$ cat config.mk
export PLATFORM = sky130hd
export DESIGN_NAME = te_channel_sched_flat
export DESIGN_NICKNAME = d
export VERILOG_FILES = /design/src/rtl/te_ctrl_pkg.sv /design/src/rtl/te_channel_sched_if.sv /design/src/rtl/te_channel_sched.sv /design/src/flat_wrapper.sv
export SDC_FILE = /design/constraint.sdc
export NUM_CORES = 1
export LEC_CHECK = 0
export CAP_MARGIN = 20
export CORE_ASPECT_RATIO = 1.4
export CORE_MARGIN = 2
export CORE_UTILIZATION = 49
export DETAILED_ROUTE_END_ITERATION = 10
export PLACE_DENSITY = 0.8
export SKIP_CTS_REPAIR_TIMING = 1
export SYNTH_ARGS = -nofsm -noshare
export SYNTH_HDL_FRONTEND = slang
export SYNTH_SLANG_ARGS = --single-unit
$ cat constraint.sdc
create_clock -name clk -period 3.5 [get_ports clk]
set_clock_uncertainty 0.15 [all_clocks]
set_input_delay 0.525 -clock clk [delete_from_list [all_inputs] [get_ports clk]]
set_output_delay 0.525 -clock clk [all_outputs]
set_load 0.03 [all_outputs]
$ cat src/rtl/te_ctrl_pkg.sv
// Shared control definitions for the tracking-engine channel scheduler and fill latch:
// scheduler state encoding, round word counts and per-channel state word indices.
package te_ctrl_pkg;

    typedef enum logic [3:0] {
        IDLE  = 4'd0,
        SCAN  = 4'd1,
        FILL  = 4'd2,
        TAIL  = 4'd3,
        START = 4'd4,
        WAIT  = 4'd5,
        DUMP  = 4'd6,
        NEXT  = 4'd7,
        DONE  = 4'd8
    } sched_state_e;

    // Per-channel state word indices; words 0..5 are configuration, 6..15 evolve per block.
    localparam logic [4:0] CARRIER_FREQ  = 5'd0;
    localparam logic [4:0] CODE_FREQ     = 5'd1;
    localparam logic [4:0] PRN1_CONFIG   = 5'd2;
    localparam logic [4:0] PRN2_CONFIG   = 5'd3;
    localparam logic [4:0] CODE_DELAY    = 5'd4;
    localparam logic [4:0] CORR_CONFIG   = 5'd5;
    localparam logic [4:0] CARRIER_PHASE = 5'd6;
    localparam logic [4:0] CODE_PHASE    = 5'd7;
    localparam logic [4:0] CARRIER_COUNT = 5'd8;
    localparam logic [4:0] CODE_COUNT    = 5'd9;
    localparam logic [4:0] CORR_I_ACC    = 5'd10;
    localparam logic [4:0] CORR_Q_ACC    = 5'd11;
    localparam logic [4:0] DUMP_COUNT    = 5'd12;
    localparam logic [4:0] BIT_SYNC      = 5'd13;
    localparam logic [4:0] PRN1_STATE    = 5'd14;
    localparam logic [4:0] PRN2_STATE    = 5'd15;

    localparam int         FILL_WORDS = 16;
    localparam logic [4:0] DUMP_FIRST = CARRIER_PHASE;
    localparam logic [4:0] DUMP_LAST  = PRN2_STATE;

endpackage

$ cat src/rtl/te_channel_sched_if.sv
// State RAM / fill latch / correlator side of the channel scheduler.
// Handshake: corr_start is a one-cycle request pulse; corr_done is a one-cycle completion
// pulse from the correlator and is only acted on while the scheduler is waiting for it.
interface te_channel_sched_if #(
    parameter int CH_W = 5
);
    logic            fill_enable;
    logic            state_rd;
    logic            state_wr;
    logic [4:0]      state_addr;
    logic [CH_W-1:0] channel_index;
    logic [CH_W+4:0] state_ram_addr;
    logic            corr_start;
    logic            corr_done;

    modport master (
        output fill_enable, state_rd, state_wr, state_addr,
               channel_index, state_ram_addr, corr_start,
        input  corr_done
    );

    modport slave (
        input  fill_enable, state_rd, state_wr, state_addr,
               channel_index, state_ram_addr, corr_start,
        output corr_done
    );
endinterface

$ cat src/rtl/te_channel_sched.sv
// Round scheduler: walks enabled channels in ascending order, filling state, running the
// correlator and writing back the variable state words, once per sample-block round.
module te_channel_sched
    import te_ctrl_pkg::*;
#(
    parameter int CH_NUM = 32,
    parameter int CH_W   = 5
) (
    input  logic                clk,
    input  logic                rst_b,
    input  logic                round_start,
    input  logic                sw_abort,
    input  logic [CH_NUM-1:0]   channel_enable,
    output logic                busy,
    output logic                round_done,
    output logic                round_overrun,
    output sched_state_e        state_dbg,
    te_channel_sched_if.master  bus
);

    sched_state_e        state_q, state_d;
    logic [CH_W-1:0]     ch_q, ch_d;
    logic [4:0]          word_q, word_d;
    logic [CH_NUM-1:0]   mask_q, mask_d;

    logic                fill_q, rd_q, wr_q, cs_q, busy_q, done_q, ovr_q;
    logic [4:0]          addr_q;
    logic [CH_W-1:0]     idx_q;

    localparam logic [CH_W-1:0] LAST_CH = CH_W'(CH_NUM - 1);

    always_ff @(posedge clk or negedge rst_b) begin
        if (!rst_b) begin
            state_q <= IDLE;
            ch_q    <= '0;
            word_q  <= '0;
            mask_q  <= '0;
        end else begin
            state_q <= state_d;
            ch_q    <= ch_d;
            word_q  <= word_d;
            mask_q  <= mask_d;
        end
    end

    always_comb begin
        state_d = state_q;
        ch_d    = ch_q;
        word_d  = word_q;
        mask_d  = mask_q;
        // Abort leaves ch and word where they were; the next round clears ch anyway.
        if (sw_abort) begin
            state_d = IDLE;
        end else begin
            case (state_q)
                IDLE: begin
                    if (round_start) begin
                        mask_d  = channel_enable;
                        ch_d    = '0;
                        state_d = SCAN;
                    end
                end
                SCAN: begin
                    if (mask_q[ch_q]) begin
                        word_d  = CARRIER_FREQ;
                        state_d = FILL;
                    end else if (ch_q == LAST_CH) begin
                        state_d = DONE;
                    end else begin
                        ch_d = ch_q + CH_W'(1);
                    end
                end
                FILL: begin
                    if (word_q == 5'(FILL_WORDS - 1)) state_d = TAIL;
                    else                              word_d  = word_q + 5'd1;
                end
                TAIL:  state_d = START;
                START: state_d = WAIT;
                WAIT: begin
                    if (bus.corr_done) begin
                        word_d  = DUMP_FIRST;
                        state_d = DUMP;
                    end
                end
                DUMP: begin
                    if (word_q == DUMP_LAST) state_d = NEXT;
                    else                     word_d  = word_q + 5'd1;
                end
                NEXT: begin
                    if (ch_q == LAST_CH) begin
                        state_d = DONE;
                    end else begin
                        ch_d    = ch_q + CH_W'(1);
                        state_d = SCAN;
                    end
                end
                DONE:    state_d = IDLE;
                default: state_d = IDLE;
            endcase
        end
    end

    // Outputs are decoded from the next state so they line up with the state they describe.
    always_ff @(posedge clk or negedge rst_b) begin
        if (!rst_b) begin
            fill_q <= 1'b0;
            rd_q   <= 1'b0;
            wr_q   <= 1'b0;
            cs_q   <= 1'b0;
            busy_q <= 1'b0;
            done_q <= 1'b0;
            ovr_q  <= 1'b0;
            addr_q <= '0;
            idx_q  <= '0;
        end else begin
            fill_q <= (state_d == FILL) || (state_d == TAIL);
            rd_q   <= (state_d == FILL);
            wr_q   <= (state_d == DUMP);
            cs_q   <= (state_d == START);
            busy_q <= (state_d != IDLE);
            done_q <= (state_d == DONE);
            ovr_q  <= round_start && (state_q != IDLE);
            addr_q <= word_d;
            idx_q  <= ch_d;
        end
    end

    assign busy               = busy_q;
    assign round_done         = done_q;
    assign round_overrun      = ovr_q;
    assign state_dbg          = state_q;
    assign bus.fill_enable    = fill_q;
    assign bus.state_rd       = rd_q;
    assign bus.state_wr       = wr_q;
    assign bus.corr_start     = cs_q;
    assign bus.state_addr     = addr_q;
    assign bus.channel_index  = idx_q;
    assign bus.state_ram_addr = {idx_q, addr_q};

endmodule

$ cat src/flat_wrapper.sv
// flat-port wrapper written by rule: the top's interface ports become plain ports
module te_channel_sched_flat import te_ctrl_pkg::*;
#(
    parameter int CH_NUM = 32,
    parameter int CH_W   = 5
)
  (clk, rst_b, round_start, sw_abort, channel_enable, busy, round_done, round_overrun, state_dbg, bus_fill_enable, bus_state_rd, bus_state_wr, bus_state_addr, bus_channel_index, bus_state_ram_addr, bus_corr_start, bus_corr_done);
  te_channel_sched_if #(.CH_W(CH_W)) bus_i ();
  input  logic clk;
  input  logic rst_b;
  input  logic round_start;
  input  logic sw_abort;
  input  logic [CH_NUM-1:0] channel_enable;
  output logic busy;
  output logic round_done;
  output logic round_overrun;
  output sched_state_e state_dbg;
  output wire logic [$bits(bus_i.fill_enable)-1:0] bus_fill_enable;
  output wire logic [$bits(bus_i.state_rd)-1:0] bus_state_rd;
  output wire logic [$bits(bus_i.state_wr)-1:0] bus_state_wr;
  output wire logic [$bits(bus_i.state_addr)-1:0] bus_state_addr;
  output wire logic [$bits(bus_i.channel_index)-1:0] bus_channel_index;
  output wire logic [$bits(bus_i.state_ram_addr)-1:0] bus_state_ram_addr;
  output wire logic [$bits(bus_i.corr_start)-1:0] bus_corr_start;
  input wire logic [$bits(bus_i.corr_done)-1:0] bus_corr_done;
  assign bus_fill_enable = bus_i.fill_enable;
  assign bus_state_rd = bus_i.state_rd;
  assign bus_state_wr = bus_i.state_wr;
  assign bus_state_addr = bus_i.state_addr;
  assign bus_channel_index = bus_i.channel_index;
  assign bus_state_ram_addr = bus_i.state_ram_addr;
  assign bus_corr_start = bus_i.corr_start;
  assign bus_i.corr_done = bus_corr_done;
  te_channel_sched #(.CH_NUM(CH_NUM), .CH_W(CH_W)) u_core (.clk(clk), .rst_b(rst_b), .round_start(round_start), .sw_abort(sw_abort), .channel_enable(channel_enable), .busy(busy), .round_done(round_done), .round_overrun(round_overrun), .state_dbg(state_dbg), .bus(bus_i));
endmodule
== After elaboration in Yosys (flattened, before gate mapping) ==
Index checks and enable logic that the tools add are counted.
Widths: inputs -> output; s select.

* $lt $le $gt $ge: 1
* Add/sub/neg operators: 2
* Bitwise logic cells: 1
* Mux-type cells: 19
* Reductions and logical operators: 11
* Equal/unequal tests: 19

{| class="wikitable"
|+ Operators with widths
! operator !! count
|-
| $mux 4 || 8
|-
| $pmux 4 s8 || 1
|-
| $mux 5 || 6
|-
| $pmux 5 s3 || 2
|-
| $eq 4x3->1 const B || 6
|-
| $eq 4x2->1 const B || 4
|-
| $add 5x1->5 const B || 2
|-
| $ne 2x2->1 const B || 4
|-
| $reduce_bool 4->1 || 2
|-
| $lt 5x6->1 const B || 1
|-
| $reduce_bool 3->1 || 2
|-
| $bmux 1 s5 || 1
|-
| $eq 5x4->1 const B || 1
|-
| $eq 5x5->1 const B || 1
|-
| $reduce_and 5->1 || 1
|-
| $eq 4x1->1 const B || 1
|-
| $eq 4x4->1 const B || 1
|-
| $logic_not 4->1 || 1
|-
| $reduce_and 4->1 || 1
|-
| $reduce_and 3->1 || 1
|-
| $ne 2x1->1 const B || 1
|-
| $reduce_or 2->1 || 1
|-
| $logic_and 1x1->1 || 1
|-
| $logic_or 1x1->1 || 1
|-
| 2 further kinds || 2
|}

* Flip-flop bits (word level): 53
* Input bits: 37
* Output and inout bits: 31
* Word-level logic and storage cells: 64

== Longest topological paths before layout ==
* Depth in word-level cells: 7
* Gate-level depth with buffers: 10
* Gate-level depth less buffers: 9

== Least setup slack after synthesis ==
Ideal clock, no wire load.

* Path kind: reg-to-reg
* From: register u_core.ch_q[0]
* To: register u_core.word_q[0]
* Data required time: 3.225 ns
* Cell stages (with the launch flop): 11
* Arrival: 2.521 ns
* Path buffers: 1
* Setup slack: 0.704 ns
* Path through: dfrtp_1 -> ha_1 -> and3_1 -> ha_1 -> and3b_1 -> o21ai_0 -> nand4_1 -> a2111o_1 -> and2_4 -> buf_6 -> mux2_4

* Word-level cells in the longest chain between the ends: 4

{| class="wikitable"
|+ RTL lines
! element !! line !! text
|-
| start, declared || te_channel_sched.sv:22 || <nowiki>logic [CH_W-1:0] ch_q, ch_d;</nowiki>
|-
| start signal, assigned || te_channel_sched.sv:40 || <nowiki>ch_q <= ch_d;</nowiki>
|-
| $bmux 1 s5 || te_channel_sched.sv:64 || <nowiki>if (mask_q[ch_q]) begin</nowiki>
|-
| $mux 1 (implied by the code) || te_channel_sched.sv:64 ||
|-
| $ne 2x1->1 (no line) || -- ||
|-
| $reduce_and 5->1 (no line) || -- ||
|-
| end signal, assigned || te_channel_sched.sv:41 || <nowiki>word_q <= word_d;</nowiki>
|-
| end, declared || te_channel_sched.sv:23 || <nowiki>logic [4:0] word_q, word_d;</nowiki>
|}

Every way passes these cells. The select of a mux whose other input is x is not followed.
A chain may end at the register's enable or synchronous reset.

== Worst setup path after layout ==
* From: register u_core.ch_q[1]
* To: register u_core.word_q[0]

The elaborated chain is that of the path after synthesis.

==> metrics.yaml <==
setup_path:
  critPathMaxStageDelay_ns: 0.57
  ff2ff_setup_slack_ns: 0.57
  r2r-end: "u_core.word_q[0]"
  path_cells: "ha_1 > and3_1 > ha_1 > and3b_1 > o21ai_0 > nand3_1 > or2_2 > and2_4 > mux2_4"
  path_max_fanout: 11
  slowest_stage: "dfrtp_1"
  worstReg2RegStart: "u_core.ch_q[1]"
  cp_common_cell: "ha_1"
  cp_top_family: "simple AND/OR/NAND/NOR gates"
  crit_required_ns: 3.55
  crit_path_end_kind: "flip-flop"
  cp-start-kind: "flip-flop"
  r2r_cells: 9
  crit_buf_inv: 0
  cp.arrival_ns: 2.98
  crit_type: "flip-flop to flip-flop"
synth:
  synth_seq_cells: 53
  syn_inst: 225
  ys_warn_count: 0
  synth-edff-count: 0
  yosys-top-cells-area: "dfrtp_1 49%, mux2_2 14%, mux2i_1 4.4%, mux4_1 3.9%, buf_4 2.8%"
  synth_cell_type_count: 44
  synth_commonest_cells: "53 x dfrtp_1, 33 x mux2_2, 12 x a21oi_1, 12 x mux2i_1, 12 x nand2_1"
  async_flop_share: 1.00
  netlist_area_mm2: 0.00272
  ys_seq_area_frac: 0.488
  syn_nets: 266
  avgSynthCellArea_um2: 12.1
  synth_most_common_cell: "dfrtp_1"
  synth_top_area_frac: 0.488
  netlist.top_cell.by_area: "dfrtp_1"
  synth_top_flop_cell: "dfrtp_1"
drt:
  drt-met1-wl_um: 2210
  dr_wl_met2_um: 3040
  ant_nets: 0
  drt_iter0_markers: 151
  first_pass_iters: 4
  viasPerCell: 5.59
  routed_wl_um: 5610
  drc: 0
  vias: 1963
  dr.max_layer_used: "met4"
  wl_per_cell_um: 16.0
  wl_met3_um: 286
global_route:
  grt_pass1_vias: 2018
  grt_usage: 0.202
  antenna_found_initial: 0
  grt_max_degree: 38
  grt_first_pass_wirelength_um: 9510
  overflow: 0
hold_path:
  hp-class: "input port to asynchronous set/reset pin"
placement:
  io_buffers: 67
  place_area_mm2: 0.00336
  gp_congestion: 0.830
  place_inst: 344
  dp_hpwl_um: 4260
power:
  vdd_drop_max_v: 0.000413
  p_per_area_mw_per_mm2: 708
  total_power_uw: 2430
  p_leak_uw: 0.00142
timing:
  finalSetupViolations: 0
  period_share: 0.837
  maxSlewViolCount: 0
  rsz0062_at_grt: "false"
  fin_tns_setup_ns: 0
  slew_headroom: 0.462
  layout_min_cycle_time_ns: 2.93
  worstMarginPinSlew_ns: 0.807
  max_freq_mhz: 342
  final_hold_viol_count: 0
die:
  io-pin-count: 68
  dieArea_mm2: 0.00617
  die_h_um: 92.1
  coreArea_mm2: 0.00545
  num_rows: 32
  dieWidth_um: 66.9
  start_util: 0.499
layout:
  synthToLayoutAreaGrowth_pct: 26.5
  fin_area_mm2: 0.00344
  fin_cells: 351
  drive_above_1_share: 0.187
  nNetsFinal: 324
  n_antenna_cell: 0
run_status:
  outcome: "finished, final reports clean"
clock_network:
  clock_latency_ns: 0.30
  cts_tree: "built"
  clkSlewWorstSetupHoldPaths_ns: 0.10
  ctsRootBufferMaster: "clkbuf_8"
  cts_buffers: 5
  cts.sinks: 53
  cts_buffer_depth: 2
  htree_num_levels: 2
run:
  max_cap_violations: 0
==> per-stage QoR <==
| step | hold WS (ns) | utilization | setup slack [ns] |
|---|---|---|---|
| 2_1_floorplan | 0.0794 | - | 0.704 |
| 5_1_grt | 0.216 | 0.631 | 0.302 |
| 6_report | 0.148 | 0.631 | 0.572 |
| 3_5_place_dp | 0.339 | 0.616 | 0.606 |
| 4_1_cts | 0.186 | 0.631 | 0.574 |
| 3_3_place_gp | 0.330 | 0.616 | 0.722 |
==> power by group <==
group | total (µW) | internal (µW) | switching, µW
combinational | 1070 | 555 | 517
sequential | 1030 | 851 | 177
clock | 332 | 139 | 193
total | 2430 | 1550 | 887
==> metal layers <==
metal  global-route usage  vias to the layer above
met5                    0                        -
met3               0.0356                        8
met2                0.360                       72
met4               0.0459                        0
li1                     -                      929
met1                0.250                      954
==> state kept, by name, summed over array words and instances, names as in the netlist <==
signal / count
u_core.mask_q: 32
u_core.ch_q: 5
u_core.word_q: 5
u_core.state_dbg: 4
u_core.bus.corr_start: 1
u_core.bus.fill_enable: 1
u_core.bus.state_rd: 1
u_core.bus.state_wr: 1
u_core.busy: 1
u_core.round_done: 1
u_core.round_overrun: 1
==> worst max-delay path by stage <==
stage                              start          endpoint  slack, ns  depth (start not counted)
after detailed placement  u_core.ch_q[1]  u_core.word_q[0]       0.61                          9
after floorplan           u_core.ch_q[0]  u_core.word_q[0]       0.70                         10
final                     u_core.ch_q[1]  u_core.word_q[0]       0.57                          9
after global routing      u_core.ch_q[0]  u_core.word_q[0]       0.30                         10
after CTS                 u_core.ch_q[0]  u_core.word_q[0]       0.57                         10
after global placement    u_core.ch_q[1]  u_core.word_q[0]       0.72                          9
==> cell families after synthesis <==
group | after synthesis | share of synthesized area
flops | 53 | 0.488
mux | 50 | 0.225
buf+inv | 27 | 0.0635
compound gates | 35 | 0.0935
xor+xnor | 2 | 0.00645
simple gates | 54 | 0.105
fa+ha+maj | 4 | 0.0184
==> final cells by class <==
| type | instances | area, µm² |
|---|---|---|
| inverters | 6 | 22.5 |
| clock buffers | 6 | 72.6 |
| flip-flops and latches | 53 | 1330 |
| fillers | 471 | 2010 |
| multi-input cells | 145 | 1220 |
| repair buffers | 72 | 703 |
| well taps | 68 | 85.1 |
| clock inverters | 1 | 8.76 |
==> worst register-to-register path, cell delays in order, from the launching register on <==
cell	delay, ns
dfrtp_1	0.57
ha_1	0.24
and3_1	0.17
ha_1	0.24
and3b_1	0.19
o21ai_0	0.26
nand3_1	0.17
or2_2	0.35
and2_4	0.20
mux2_4	0.30
==> placed cells by master, fill, tap and decap left out, types with 3 or more instances in the layout <==
| cell | count |
|---|---|
| and3_1 | 3 |
| and2_1 | 3 |
| clkdlybuf4s50_1 | 66 |
| buf_4 | 5 |
| clkbuf_8 | 5 |
| ha_1 | 4 |
| nor3_1 | 5 |
| a21oi_1 | 12 |
| inv_1 | 6 |
| o21ai_0 | 4 |
| dfrtp_1 | 53 |
| nor2b_1 | 3 |
| nand2b_1 | 4 |
| o221ai_1 | 5 |
| mux2i_1 | 12 |
| nand2_1 | 12 |
| nand4_1 | 3 |
| nor2_1 | 6 |
| nand3_1 | 8 |
| mux2_2 | 33 |
| mux4_1 | 4 |
Note: power is estimated with default switching activity, not from simulation.
